$ cat src/rtl/usr_burst_if.sv
// Bus bundle for usr_burst: operation control, serial data and status.
// With USR_PARITY_EN defined the bundle also carries the parity output.
interface usr_burst_if #(
   parameter int WIDTH = 8,
   parameter int CNT_W = 4
);
   logic [2:0]       ctrl;
   logic [WIDTH-1:0] d;
   logic             sin_l;
   logic             sin_r;
   logic             start;
   logic [CNT_W-1:0] burst_len;
   logic [WIDTH-1:0] q;
   logic             sout_l;
   logic             sout_r;
   logic             busy;
   logic             done;
`ifdef USR_PARITY_EN
   logic             parity;
`endif

   modport master (
      output ctrl, d, sin_l, sin_r, start, burst_len,
`ifdef USR_PARITY_EN
      input  parity,
`endif
      input  q, sout_l, sout_r, busy, done
   );

   modport slave (
      input  ctrl, d, sin_l, sin_r, start, burst_len,
`ifdef USR_PARITY_EN
      output parity,
`endif
      output q, sout_l, sout_r, busy, done
   );
endinterface

$ cat src/rtl/usr_burst.sv
// Universal shift register with a burst sequencer that repeats one
// shift/rotate op burst_len times from a single start request.
// Optional macro USR_PARITY_EN adds a registered parity output (== ^q).
//
// state | meaning
// ------+------------------------------------------------------------
// IDLE  | ctrl applied every edge; may accept a burst start
// BURST | latched op repeated each edge until rem reaches 1
module usr_burst #(
   parameter int WIDTH = 8,
   parameter int CNT_W = 4
) (
   input logic       clk,
   input logic       rst,
   usr_burst_if.slave bus
);

   localparam logic [2:0] OP_HOLD = 3'b000;
   localparam logic [2:0] OP_SHR  = 3'b001;
   localparam logic [2:0] OP_SHL  = 3'b010;
   localparam logic [2:0] OP_LOAD = 3'b011;
   localparam logic [2:0] OP_ROR  = 3'b100;
   localparam logic [2:0] OP_ROL  = 3'b101;
   localparam logic [2:0] OP_ASR  = 3'b110;
   localparam logic [2:0] OP_CLR  = 3'b111;

   typedef enum logic {IDLE = 1'b0, BURST = 1'b1} state_t;

   state_t           state, state_nx;
   logic [WIDTH-1:0] q_r, q_nx;
   logic             busy_r, busy_nx;
   logic             done_r, done_nx;
   logic [CNT_W-1:0] rem, rem_nx;
   logic [2:0]       op_lat, op_nx;

   function automatic logic is_shift(input logic [2:0] op);
      return (op == OP_SHR) || (op == OP_SHL) || (op == OP_ROR) ||
             (op == OP_ROL) || (op == OP_ASR);
   endfunction

   function automatic logic [WIDTH-1:0] apply_op(
      input logic [2:0]       op,
      input logic [WIDTH-1:0] cur,
      input logic [WIDTH-1:0] din,
      input logic             sl,
      input logic             sr
   );
      logic [WIDTH-1:0] res;
      res = cur;
      case (op)
         OP_HOLD: res = cur;
         OP_SHR:  res = {sr, cur[WIDTH-1:1]};
         OP_SHL:  res = {cur[WIDTH-2:0], sl};
         OP_LOAD: res = din;
         OP_ROR:  res = {cur[0], cur[WIDTH-1:1]};
         OP_ROL:  res = {cur[WIDTH-2:0], cur[WIDTH-1]};
         OP_ASR:  res = {cur[WIDTH-1], cur[WIDTH-1:1]};
         OP_CLR:  res = '0;
         default: res = cur;
      endcase
      return res;
   endfunction

   // Next-state, next-q and status decode.
   always_comb begin
      state_nx = state;
      q_nx     = q_r;
      busy_nx  = 1'b0;
      done_nx  = 1'b0;
      rem_nx   = rem;
      op_nx    = op_lat;
      case (state)
         IDLE: begin
            q_nx = apply_op(bus.ctrl, q_r, bus.d, bus.sin_l, bus.sin_r);
            if (bus.start && is_shift(bus.ctrl) && (bus.burst_len != '0)) begin
               op_nx = bus.ctrl;
               if (bus.burst_len == CNT_W'(1)) begin
                  done_nx = 1'b1;
               end else begin
                  busy_nx  = 1'b1;
                  rem_nx   = bus.burst_len - 1'b1;
                  state_nx = BURST;
               end
            end
         end
         BURST: begin
            // d is irrelevant here: the latched op is always shift-class
            q_nx   = apply_op(op_lat, q_r, bus.d, bus.sin_l, bus.sin_r);
            rem_nx = rem - 1'b1;
            if (rem == CNT_W'(1)) begin
               done_nx  = 1'b1;
               state_nx = IDLE;
            end else begin
               busy_nx = 1'b1;
            end
         end
         default: state_nx = IDLE;
      endcase
   end

   // State and datapath registers with synchronous reset.
   always_ff @(posedge clk) begin
      if (rst) begin
         state  <= IDLE;
         q_r    <= '0;
         busy_r <= 1'b0;
         done_r <= 1'b0;
         rem    <= '0;
         op_lat <= OP_HOLD;
      end else begin
         state  <= state_nx;
         q_r    <= q_nx;
         busy_r <= busy_nx;
         done_r <= done_nx;
         rem    <= rem_nx;
         op_lat <= op_nx;
      end
   end

`ifdef USR_PARITY_EN
   logic parity_r;

   // Parity registered from the next q so it always matches ^q.
   always_ff @(posedge clk) begin
      if (rst) parity_r <= 1'b0;
      else     parity_r <= ^q_nx;
   end

   assign bus.parity = parity_r;
`endif

   assign bus.q      = q_r;
   assign bus.sout_l = q_r[WIDTH-1];
   assign bus.sout_r = q_r[0];
   assign bus.busy   = busy_r;
   assign bus.done   = done_r;

endmodule
$ cat src/flat_wrapper.sv
// flat-port wrapper written by rule: the top's interface ports become plain ports
module usr_burst_flat 
#(
   parameter int WIDTH = 8,
   parameter int CNT_W = 4
)
  (clk, rst, bus_ctrl, bus_d, bus_sin_l, bus_sin_r, bus_start, bus_burst_len, bus_q, bus_sout_l, bus_sout_r, bus_busy, bus_done);
  usr_burst_if #(.WIDTH(WIDTH), .CNT_W(CNT_W)) bus_i ();
  input logic clk;
  input logic rst;
  input wire logic [$bits(bus_i.ctrl)-1:0] bus_ctrl;
  input wire logic [$bits(bus_i.d)-1:0] bus_d;
  input wire logic [$bits(bus_i.sin_l)-1:0] bus_sin_l;
  input wire logic [$bits(bus_i.sin_r)-1:0] bus_sin_r;
  input wire logic [$bits(bus_i.start)-1:0] bus_start;
  input wire logic [$bits(bus_i.burst_len)-1:0] bus_burst_len;
  output wire logic [$bits(bus_i.q)-1:0] bus_q;
  output wire logic [$bits(bus_i.sout_l)-1:0] bus_sout_l;
  output wire logic [$bits(bus_i.sout_r)-1:0] bus_sout_r;
  output wire logic [$bits(bus_i.busy)-1:0] bus_busy;
  output wire logic [$bits(bus_i.done)-1:0] bus_done;
  assign bus_i.ctrl = bus_ctrl;
  assign bus_i.d = bus_d;
  assign bus_i.sin_l = bus_sin_l;
  assign bus_i.sin_r = bus_sin_r;
  assign bus_i.start = bus_start;
  assign bus_i.burst_len = bus_burst_len;
  assign bus_q = bus_i.q;
  assign bus_sout_l = bus_i.sout_l;
  assign bus_sout_r = bus_i.sout_r;
  assign bus_busy = bus_i.busy;
  assign bus_done = bus_i.done;
  usr_burst #(.WIDTH(WIDTH), .CNT_W(CNT_W)) u_core (.clk(clk), .rst(rst), .bus(bus_i));
endmodule
$ cat config.mk
export PLATFORM = sky130hd
export DESIGN_NAME = usr_burst_flat
export DESIGN_NICKNAME = d
export VERILOG_FILES = /design/src/rtl/usr_burst_if.sv /design/src/rtl/usr_burst.sv /design/src/flat_wrapper.sv
export SDC_FILE = /design/constraint.sdc
export NUM_CORES = 1
export LEC_CHECK = 0
export ABC_CLOCK_PERIOD_IN_PS = 2100
export BUFFER_PORTS_ARGS = -buffer_cell sky130_fd_sc_hd__buf_2
export CAP_MARGIN = 0
export CELL_PAD_IN_SITES_DETAIL_PLACEMENT = 1
export CELL_PAD_IN_SITES_GLOBAL_PLACEMENT = 2
export CORE_UTILIZATION = 33
export CTS_BUF_LIST = sky130_fd_sc_hd__clkbuf_8
export DETAILED_ROUTE_END_ITERATION = 10
export PLACE_DENSITY_LB_ADDON = 0.08
export SETUP_SLACK_MARGIN = 0.2
export SLEW_MARGIN = 20
export SYNTH_ARGS = -nofsm -noshare
export SYNTH_HDL_FRONTEND = slang
export SYNTH_SLANG_ARGS = --single-unit
$ cat constraint.sdc
create_clock -name clk -period 2.1 [get_ports clk]
set_input_delay 0.21 -clock clk [delete_from_list [all_inputs] [get_ports clk]]
set_output_delay 0.21 -clock clk [all_outputs]
set_load 0.02 [all_outputs]
==> run_results.csv, run 1 <==
group,metric,value,unit
run_status,status,"completed",
sta,relSlewSlack,62.32,%
sta,finalCriticalPeriod,1.747,ns
routing,drc_errors,0,
worst_setup_path,cp_max_fo,13,
power,seqPwrFrac,39.4,%
sta,fin_setup_tns,0,ns
clocking,root_buffer,"clkbuf_8",
worst_setup_path,cp-endpoint,"u_core.bus.q[1]$_SDFFE_PP0P_",
grt,grt_remaining_overflow,0,
sta,finalCritPeriodShare,83.19,%
worst_setup_path,crit_chain,"and3b_1 > a22oi_1 > a22oi_1 > a32o_1",
power,p_per_area,604.3,mW/mm^2
cells_and_area,fin_util,41.09,%
routing,maxUsedRoutingLayer,"met4",
placed_design,pre_cts_slack,0.3258,ns
sta,final-max-slew-violation-count,0,
cells_and_area,post-route-cell-area,0.001703,mm^2
grt,grt_max_degree,21,
floorplan,coreArea,0.004144,mm^2
yosys,yosys_most_used_dff,"dfxtp_1",
sta,setup_violations,0,
routing,wirelength,4.473,mm
routing,drt_first_iter_violations,91,
routing,postRouteAntennaNets,0,
worst_setup_path,path_depth,4,
power,p_comb_share,35.6,%
yosys,netlist_area,0.001475,mm^2
yosys,ys_types,45,
cells_and_area,diodes,0,
yosys,synth.top_cell.area_share,23.07,%
yosys,ys.warnings.count,0,
clocking,clockBufferDepth,2,
power,ir_drop,0.2623,mV
worst_setup_path,regToRegSetupSlack,0.35,ns
yosys,synth-seq-area-share,23.07,%
power,power_switching,383.8,uW
grt,antenna_found_initial,0,
sta,layout_setup_ws,0.3530,ns
yosys,synthMostInstantiatedCell,"a22oi_1",
clocking,clock-sinks,17,
routing,vias_per_cell,5.988,
cells_and_area,num-nets-final,225,
worst_setup_path,slowest_delay,0.64,ns
yosys,ys_async_sr_fraction,0,%
grt,grtUsageTotal,20.46,%
yosys,ys_ff_latch,17,
power,switching_share,37.29,%
worst_setup_path,cp-end-kind,"flop",
floorplan,fp.dieW,68.86,um
power,leakage,0.0007115,uW
yosys,syn_area_per_cell,8.430,um^2
worst_setup_path,required,2.25,ns
cells_and_area,synthToLayoutAreaGrowth,15.44,%
placed_design,port_buffers,31,
routing,wl_per_cell,17.89,um
floorplan,row_count,23,
grt,grt_pass1_vias,1467,
sta,rsz0062_at_grt,"no",
worst_setup_path,r2r_end,"u_core.bus.q[1]$_SDFFE_PP0P_",
yosys,synth_area_leaders,"dfxtp_1, a22oi_1, nor2_1, mux2i_1, nor2b_1",
cells_and_area,drive_above_1_share,27.50,%
worst_setup_path,cp_common_cell,"a22oi_1",
yosys,ys_top_cells_by_count,"a22oi_1, nor2_1, dfxtp_1",
grt,grt_pass1_wl,7.107,mm
routing,wl_met2,2.171,mm
placed_design,postPlaceCellArea,0.001655,mm^2
routing,wl_met3,207,um
floorplan,dieHeight,68.86,um
yosys,synth_edf_count,0,
yosys,yosysTopAreaCell,"dfxtp_1",
worst_setup_path,r2r-start,"u_core.op_lat[2]$_SDFFE_PP0P_",
clocking,post_cts_buffers,0,
sta,fmax,572.4,MHz
worst_setup_path,startpoint_type,"flop",
clocking,clkTransAtPathRegs,0.07,ns
power,p_int,645.2,uW
worst_setup_path,setup.worst_path.start,"u_core.op_lat[2]$_SDFFE_PP0P_",
clocking,h-tree-depth,1,
worst_setup_path,crit_path_top_delay_cell,"dfxtp_1",
worst_setup_path,crit_family,"compound AO/OA/AOI/OAI gates",
power,pwr-share-clk,25.0,%
flow_run,maxCapViolCount,0,
yosys,syn-instance-count,175,
worst_setup_path,critical_path_buf_inv_count,0,
routing,m1WireLength,2.057,mm
yosys,synth_nets,199,
sta,finalHoldViolCount,0,
routing,dr.pass1.iters,4,
placed_design,hpwl,3.233,mm
clocking,numCtsBuffers,3,
floorplan,die_area,0.004742,mm^2
floorplan,initial_core_util,35.60,%
sta,tightest_slew,0.5573,ns
placed_design,place.gp.congestion,0.7624,
routing,vias,1497,
worst_setup_path,path_class,"flop to flop",
clocking,clock_latency,0.25,ns
sta,finClkSkew,0.0006053,ns
clocking,cts_tree,"yes",
worst_hold_path,hold_class,"primary input to flop",
worst_setup_path,worst-endpoint-arrival,1.90,ns
worst_setup_path,worstRegToRegCells,4,
floorplan,ios,32,
## cells by family after synthesis
| family | after synthesis | synth area share, % |
|---|---|---|
| xor gates and xnor gates | 3 | 1.781 |
| adders and majority gates | 4 | 3.393 |
| AOI/OAI and AO/OA | 58 | 33.76 |
| muxes | 12 | 8.990 |
| and+or+nand+nor | 60 | 22.39 |
| buffers and inverters | 21 | 6.616 |
| DFF | 17 | 23.07 |
## state kept, by name (all words and copies together) (netlist names)
name	flops
u_core.state	1
u_core.rem	4
u_core.op_lat	3
u_core.bus.done	1
u_core.bus.q	8
## how the worst min path moves through the flow
stage	cells past startpoint	from	endpoint	slack (ns)
detailed placement	2	u_core.rem[2]$_SDFFE_PP0P_	u_core.rem[2]$_SDFFE_PP0P_	0.51
CTS	3	bus_burst_len[0]	u_core.rem[0]$_SDFFE_PP0P_	0.29
floorplan	2	bus_burst_len[0]	u_core.rem[0]$_SDFFE_PP0P_	0.41
global route	3	bus_burst_len[0]	u_core.rem[0]$_SDFFE_PP0P_	0.31
finish	3	bus_burst_len[0]	u_core.rem[0]$_SDFFE_PP0P_	0.30
global placement	2	u_core.rem[2]$_SDFFE_PP0P_	u_core.rem[2]$_SDFFE_PP0P_	0.50
## power by group through the flow
stage               Combinational [uW]  Sequential (uW)  Clock [uW]
floorplan                          260              404           0
global placement                   357              409           0
detailed placement                 366              412           0
CTS                                367              404         266
global route                       404              412         277
finish                             366              405         257
## layout make-up
class	instances	area (um^2)
Clock buffer	3	41.29
Fill cell	512	2441
Sequential cell	17	341.6
Clock inverter	1	5.005
Inverter	6	22.52
Tap cell	50	62.56
Timing Repair Buffer	36	192.7
Multi-Input combinational cell	137	1037
## timing repair
action                     4_1_cts  5_1_grt
resized for setup                0        1
hold buffers                     0        0
setup endpoints to repair        0        3
## layer usage
layer / vias to the layer above / track usage, %
met4: 0 / 5.867
met5: - / 0
li1: 710 / -
met2: 42 / 35.44
met3: 4 / 2.303
met1: 741 / 26.46
## cell usage in the layout, fill, tap and decap left out, drive strengths merged, types with 5 or more instances in the layout
master	instances
dfxtp	17
inv	6
mux2i	8
nor2b	10
buf	36
a22oi	24
nor3	10
nor2	23
a32o	6
nand3b	5
## through the flow
| stage | total power [uW] | hold slack [ns] | instances |
|---|---|---|---|
| after floorplan | 664.5 | 0.4073 | 175 |
| after global placement | 766.1 | 0.5000 | 246 |
| after detailed placement | 777.9 | 0.5132 | 246 |
| after CTS | 1037 | 0.2946 | 250 |
| after global routing | 1093 | 0.3064 | 250 |
| final | 1029 | 0.2976 | 250 |
## worst min-delay path, cell delays in order
cell	delay (ns)
buf_2	0.11
a21o_1	0.11
a211oi_1	0.06
Note: power is estimated with default switching activity, not from simulation.
==> run 2, diff against run 1 <==
--- a/config.mk
+++ b/config.mk
@@ -5,12 +5,12 @@
 export SDC_FILE = /design/constraint.sdc
 export NUM_CORES = 1
 export LEC_CHECK = 0
-export ABC_CLOCK_PERIOD_IN_PS = 2100
+export ABC_CLOCK_PERIOD_IN_PS = 1400
 export BUFFER_PORTS_ARGS = -buffer_cell sky130_fd_sc_hd__buf_2
 export CAP_MARGIN = 0
 export CELL_PAD_IN_SITES_DETAIL_PLACEMENT = 1
 export CELL_PAD_IN_SITES_GLOBAL_PLACEMENT = 2
-export CORE_UTILIZATION = 33
+export CORE_UTILIZATION = 30
 export CTS_BUF_LIST = sky130_fd_sc_hd__clkbuf_8
 export DETAILED_ROUTE_END_ITERATION = 10
 export PLACE_DENSITY_LB_ADDON = 0.08
==> constraint.sdc (replaced) <==
create_clock -name clk -period 1.4 [get_ports clk]
set_input_delay 0.14 -clock clk [delete_from_list [all_inputs] [get_ports clk]]
set_output_delay 0.14 -clock clk [all_outputs]
set_load 0.02 [all_outputs]
==> run 2 against run 1 <==
  * Sequential cell count unchanged
  * Critical path depth grew 1
  * Sequential power grew 47%
  * The run now ends with negative setup slack left
  * Critical path type unchanged
  * Clock power is 56% higher
  * Maximum frequency up 24%
  * Power is 72% higher
==> run_results.csv, run 2 (synthesis results as in run 1) <==
group,metric,value,unit
placed_design,hpwl,3.754,mm
grt,grt_remaining_overflow,0,
clocking,clock-sinks,17,
cells_and_area,diodes,0,
cells_and_area,post-route-cell-area,0.002278,mm^2
sta,finClkSkew,0.007119,ns
routing,dr.pass1.iters,4,
power,ir_drop,0.3854,mV
worst_setup_path,r2r-start,"u_core.op_lat[2]$_SDFFE_PP0P_",
worst_setup_path,path_class,"flop to flop",
routing,drt_first_iter_violations,71,
flow_run,maxCapViolCount,0,
worst_setup_path,setup.worst_path.start,"u_core.op_lat[2]$_SDFFE_PP0P_",
clocking,clkTransAtPathRegs,0.08,ns
cells_and_area,drive_above_1_share,50.21,%
clocking,ctsHoldBuffers,0,
sta,rsz0062_at_grt,"yes",
worst_setup_path,worst-endpoint-arrival,1.57,ns
placed_design,port_buffers,31,
cells_and_area,layout_commonest_cell,"buf_4",
routing,drc_errors,0,
routing,vias,1613,
floorplan,coreArea,0.004723,mm^2
sta,finalCritPeriodShare,100.7,%
run_status,status,"finished, violations left",
floorplan,ios,32,
cells_and_area,fin_util,48.24,%
cells_and_area,num-nets-final,262,
worst_setup_path,cp_max_fo,6,
sta,layout_setup_ws,-0.01032,ns
floorplan,initial_core_util,31.23,%
floorplan,row_count,25,
sta,relSlewSlack,65.35,%
grt,antenna_found_initial,0,
floorplan,fp.dieW,72.12,um
worst_hold_path,hold_class,"primary input to flop",
grt,grtUsageTotal,20.04,%
routing,postRouteAntennaNets,0,
clocking,clockBufferDepth,2,
sta,finalHoldViolCount,0,
cells_and_area,final_cells,304,
clocking,numCtsBuffers,3,
placed_design,postPlaceCellArea,0.002034,mm^2
worst_setup_path,required,1.56,ns
clocking,h-tree-depth,1,
routing,vias_per_cell,5.306,
run_status,violations,"negative setup slack",
worst_setup_path,startpoint_type,"flop",
grt,grt_pass1_wl,8.142,mm
placed_design,dpl.cell_count,292,
grt,grt_max_degree,12,
sta,fmax,709.1,MHz
worst_setup_path,crit_path_top_delay_cell,"dfxtp_4",
worst_setup_path,cp-end-kind,"flop",
routing,wl_per_cell,16.38,um
cells_and_area,fillers,570,
floorplan,dieHeight,72.12,um
routing,wirelength,4.979,mm
worst_hold_path,hold_start,"rst",
sta,tightest_slew,0.5097,ns
grt,grt_pass1_vias,1722,
power,leakage,0.0009552,uW
power,p_per_area,778.6,mW/mm^2
clocking,root_buffer,"clkbuf_8",
worst_setup_path,crit_chain,"and3b_1 > buf_12 > a22oi_2 > a22oi_1 > a32o_1",
clocking,cts_tree,"yes",
placed_design,place.gp.congestion,0.7971,
cells_and_area,largest_reg_flops,8,
worst_setup_path,slowest_delay,0.39,ns
clocking,clock_latency,0.26,ns
sta,setup_violations,2,
cells_and_area,layout_common_cells,"buf_4, buf_2, nor2_1",
floorplan,die_area,0.005201,mm^2
cells_and_area,synthToLayoutAreaGrowth,54.45,%
sta,finalCriticalPeriod,1.410,ns
sta,final-max-slew-violation-count,0,
## run 2: changes by cell type in the layout (fill, tap and decap cells not counted), moves of 2 or more
cell     previous run  this run
buf_4               5        30
buf_6               0         9
a22oi_1            24        18
a22oi_2             0         6
buf_12              0         5
dfxtp_1            16        12
dfxtp_4             0         4
inv_1               6         3
mux2_2              3         0
mux2_4              1         4
buf_2              31        29
ha_1                4         2
nor3_1              9         7
nor3_2              1         3
## run 2: final timing paths
check / slack (ns) / to / depth (start not counted)
hold reg to reg: 0.49 / u_core.rem[0]$_SDFFE_PP0P_ / 1
setup / recovery: -0.01 / u_core.bus.q[1]$_SDFFE_PP0P_ / 5
setup reg to reg: -0.01 / u_core.bus.q[1]$_SDFFE_PP0P_ / 5
hold / removal: 0.25 / u_core.bus.q[0]$_SDFFE_PP0P_ / 2
## run 2: area by class of cell
class,instances,area (um^2),area share (%)
multi-input combinational,137,1174,51.51
timing repair buffer,73,571.8,25.10
sequential,17,356.6,15.65
tap,67,83.83,3.679
inverter,6,46.29,2.032
clock buffer,3,41.29,1.812
clock inverter,1,5.005,0.2197
## run 2: what timing repair did
item | in CTS | in global routing
gates cloned | 0 | 0
pin swaps | 3 | 5
buffers inserted | 7 | 1
gates resized for setup | 21 | 11
setup endpoints to repair | 18 | 17
## run 2: worst max-delay path: cells and delay by family (launching register included)
| family | cells | cell delay [ns] |
|---|---|---|
| buf+inv | 1 | 0.15 |
| compound gates | 3 | 0.56 |
| flops | 1 | 0.39 |
| simple gates | 1 | 0.22 |
## run 2: per-layer routing
layer | GRT usage (%) | vias up | share of wire [%] | routed length [um]
li1 | - | 787 | - | -
met1 | 24.38 | 800 | 46 | 2285
met2 | 36.76 | 21 | 51 | 2549
met3 | 2.083 | 5 | 1.8 | 90
met4 | 6.318 | 0 | 1.1 | 53
met5 | 0 | - | 0 | 0
## run 2: power breakdown
group	leakage [uW]	internal (uW)	switching, uW
clock network	0.0000255	199	203
logic	0.000787	395	383
registers	0.000142	527	66.9
## run 2: stage by stage
step	power, uW	TNS, ns	worst slack (ns)	hold slack (ns)
2_1_floorplan	1042	0	0.1078	0.3370
3_3_place_gp	1276	-0.5664	-0.09103	0.4958
3_5_place_dp	1301	-1.114	-0.1348	0.5161
4_1_cts	1769	-0.01394	-0.01287	0.2403
5_1_grt	1877	-0.3917	-0.07630	0.2387
6_report	1774	-0.01811	-0.01032	0.2469
==> run 3, diff against run 2 <==
--- a/config.mk
+++ b/config.mk
@@ -14,6 +14,7 @@
 export CTS_BUF_LIST = sky130_fd_sc_hd__clkbuf_8
 export DETAILED_ROUTE_END_ITERATION = 10
 export PLACE_DENSITY_LB_ADDON = 0.08
+export RECOVER_POWER = 50
 export SETUP_SLACK_MARGIN = 0.2
 export SLEW_MARGIN = 20
 export SYNTH_ARGS = -nofsm -noshare
==> run 3 against run 2 <==
  * The flow still finishes with violations (negative setup slack)
  * Hold slack worse by 0.0073 ns
  * Clock power fell by 1%
  * Die area did not move
  * Sequential cell count did not move
  * Power shrank 0.65%
  * Global-route usage stayed put
==> run_results.csv, run 3 (synthesis results as in run 1) <==
group,metric,value,unit
run_status,status,"finished, violations left",
run_status,violations,"negative setup slack",
sta,layout_setup_ws,-0.009738,ns
cells_and_area,num-nets-final,262,
routing,wl_met3,92,um
routing,vias,1605,
clocking,numCtsBuffers,3,
routing,postRouteAntennaNets,0,
clocking,ctsHoldBuffers,0,
routing,m1WireLength,2.238,mm
sta,setup_violations,2,
worst_setup_path,crit_chain,"and3b_1 > buf_12 > a22oi_2 > a22oi_1 > a32o_1",
power,p_total,1762,uW
cells_and_area,largest_reg_flops,8,
worst_setup_path,required,1.56,ns
cells_and_area,regArea,356.6,um^2
sta,rsz0062_at_grt,"yes",
sta,fmax,709.4,MHz
clocking,clock-sinks,17,
power,ir_drop,0.3834,mV
routing,vias_per_cell,5.280,
routing,dr.pass1.iters,4,
cells_and_area,layout_commonest_cell,"buf_4",
worst_setup_path,startpoint_type,"flop",
floorplan,coreArea,0.004723,mm^2
worst_hold_path,hold_class,"primary input to flop",
routing,wl_met2,2.557,mm
placed_design,hpwl,3.754,mm
worst_setup_path,worst-endpoint-arrival,1.57,ns
worst_setup_path,slowest_delay,0.39,ns
routing,wl_per_cell,16.26,um
sta,relSlewSlack,66.03,%
sta,finalCriticalPeriod,1.410,ns
cells_and_area,layout_common_cells,"buf_4, nor2_1, buf_2",
sta,finalCritPeriodShare,100.7,%
clocking,cts_tree,"yes",
floorplan,dieHeight,72.12,um
sta,final-max-slew-violation-count,0,
floorplan,initial_core_util,31.23,%
sta,tightest_slew,0.4996,ns
cells_and_area,synthToLayoutAreaGrowth,53.60,%
clocking,clkTransAtPathRegs,0.08,ns
worst_setup_path,cp-end-kind,"flop",
grt,antenna_found_initial,0,
flow_run,maxCapViolCount,0,
sta,finalHoldViolCount,0,
clocking,root_buffer,"clkbuf_8",
worst_setup_path,cp_max_fo,6,
floorplan,fp.dieW,72.12,um
power,p_per_area,777.8,mW/mm^2
power,leakage,0.0009138,uW
sta,finClkSkew,0.006919,ns
clocking,h-tree-depth,1,
worst_setup_path,path_class,"flop to flop",
sta,fin_setup_tns,-0.01300,ns
routing,wirelength,4.943,mm
cells_and_area,fillers,571,
grt,grtUsageTotal,20.04,%
routing,drc_errors,0,
floorplan,die_area,0.005201,mm^2
grt,grt_pass1_vias,1722,
grt,grt_max_degree,12,
routing,maxUsedRoutingLayer,"met4",
grt,grt_remaining_overflow,0,
routing,drt_first_iter_violations,69,
cells_and_area,drive_above_1_share,45.99,%
placed_design,pre_cts_slack,-0.1348,ns
cells_and_area,multi_input_area,0.001174,mm^2
floorplan,ios,32,
grt,grt_pass1_wl,8.142,mm
cells_and_area,diodes,0,
clocking,clock_latency,0.26,ns
placed_design,place.gp.congestion,0.7971,
clocking,clockBufferDepth,2,
worst_setup_path,crit_path_top_delay_cell,"dfxtp_4",
placed_design,port_buffers,31,
floorplan,row_count,25,
## run 3: changes by cell type in the layout (fill, tap and decap cells not counted)
cell and change:
clkbuf_1 +10, buf_2 -10
## run 3: critical path: cells and delay by family, from the launching register on
| kind | cells | cell delay, ns |
|---|---|---|
| AOI/OAI and AO/OA | 3 | 0.55 |
| DFF | 1 | 0.39 |
| and+or+nand+nor | 1 | 0.22 |
| buffers and inverters | 1 | 0.15 |
## run 3: per-stage QoR
stage	util, %	hold slack (ns)	cells	instance area (um^2)
after floorplan	-	0.3370	175	1603
after global placement	43.07	0.4958	292	2034
after detailed placement	43.07	0.5161	292	2034
after CTS	47.23	0.2403	303	2231
after global routing	47.97	0.2387	304	2266
final	47.97	0.2396	304	2266
## run 3: metal layers
| metal | GRT usage, % | vias up |
|---|---|---|
| met5 | 0 | - |
| met4 | 6.318 | 0 |
| met3 | 2.083 | 5 |
| met2 | 36.76 | 21 |
| met1 | 24.38 | 791 |
| li1 | - | 788 |
## run 3: final timing paths
kind / to / startpoint / slack, ns / cells after the start
max: u_core.bus.q[1]$_SDFFE_PP0P_ / u_core.op_lat[2]$_SDFFE_PP0P_ / -0.01 / 5
max reg2reg: u_core.bus.q[1]$_SDFFE_PP0P_ / u_core.op_lat[2]$_SDFFE_PP0P_ / -0.01 / 5
min: u_core.bus.q[0]$_SDFFE_PP0P_ / rst / 0.24 / 2
min reg2reg: u_core.rem[0]$_SDFFE_PP0P_ / u_core.rem[0]$_SDFFE_PP0P_ / 0.49 / 1
## run 3: layout make-up
type / instances / share of cell area [%]
Tap cell: 67 / 3.700
Sequential cell: 17 / 15.74
Inverter: 6 / 2.043
Timing Repair Buffer: 73 / 24.68
Multi-Input combinational cell: 137 / 51.79
Clock buffer: 3 / 1.822
Clock inverter: 1 / 0.2209
## run 3: report_power, final
part | leakage [uW] | total [uW] | internal [uW] | switching [uW]
logic | 0.000746 | 770 | 389 | 381
registers | 0.000142 | 595 | 527 | 67.6
clock network | 0.0000255 | 398 | 198 | 199
## run 3: what timing repair did
item                       in CTS  in global routing
pin swaps                       3                  5
gates resized for setup        21                 11
setup endpoints to repair      18                 17
setup buffers                   7                  1
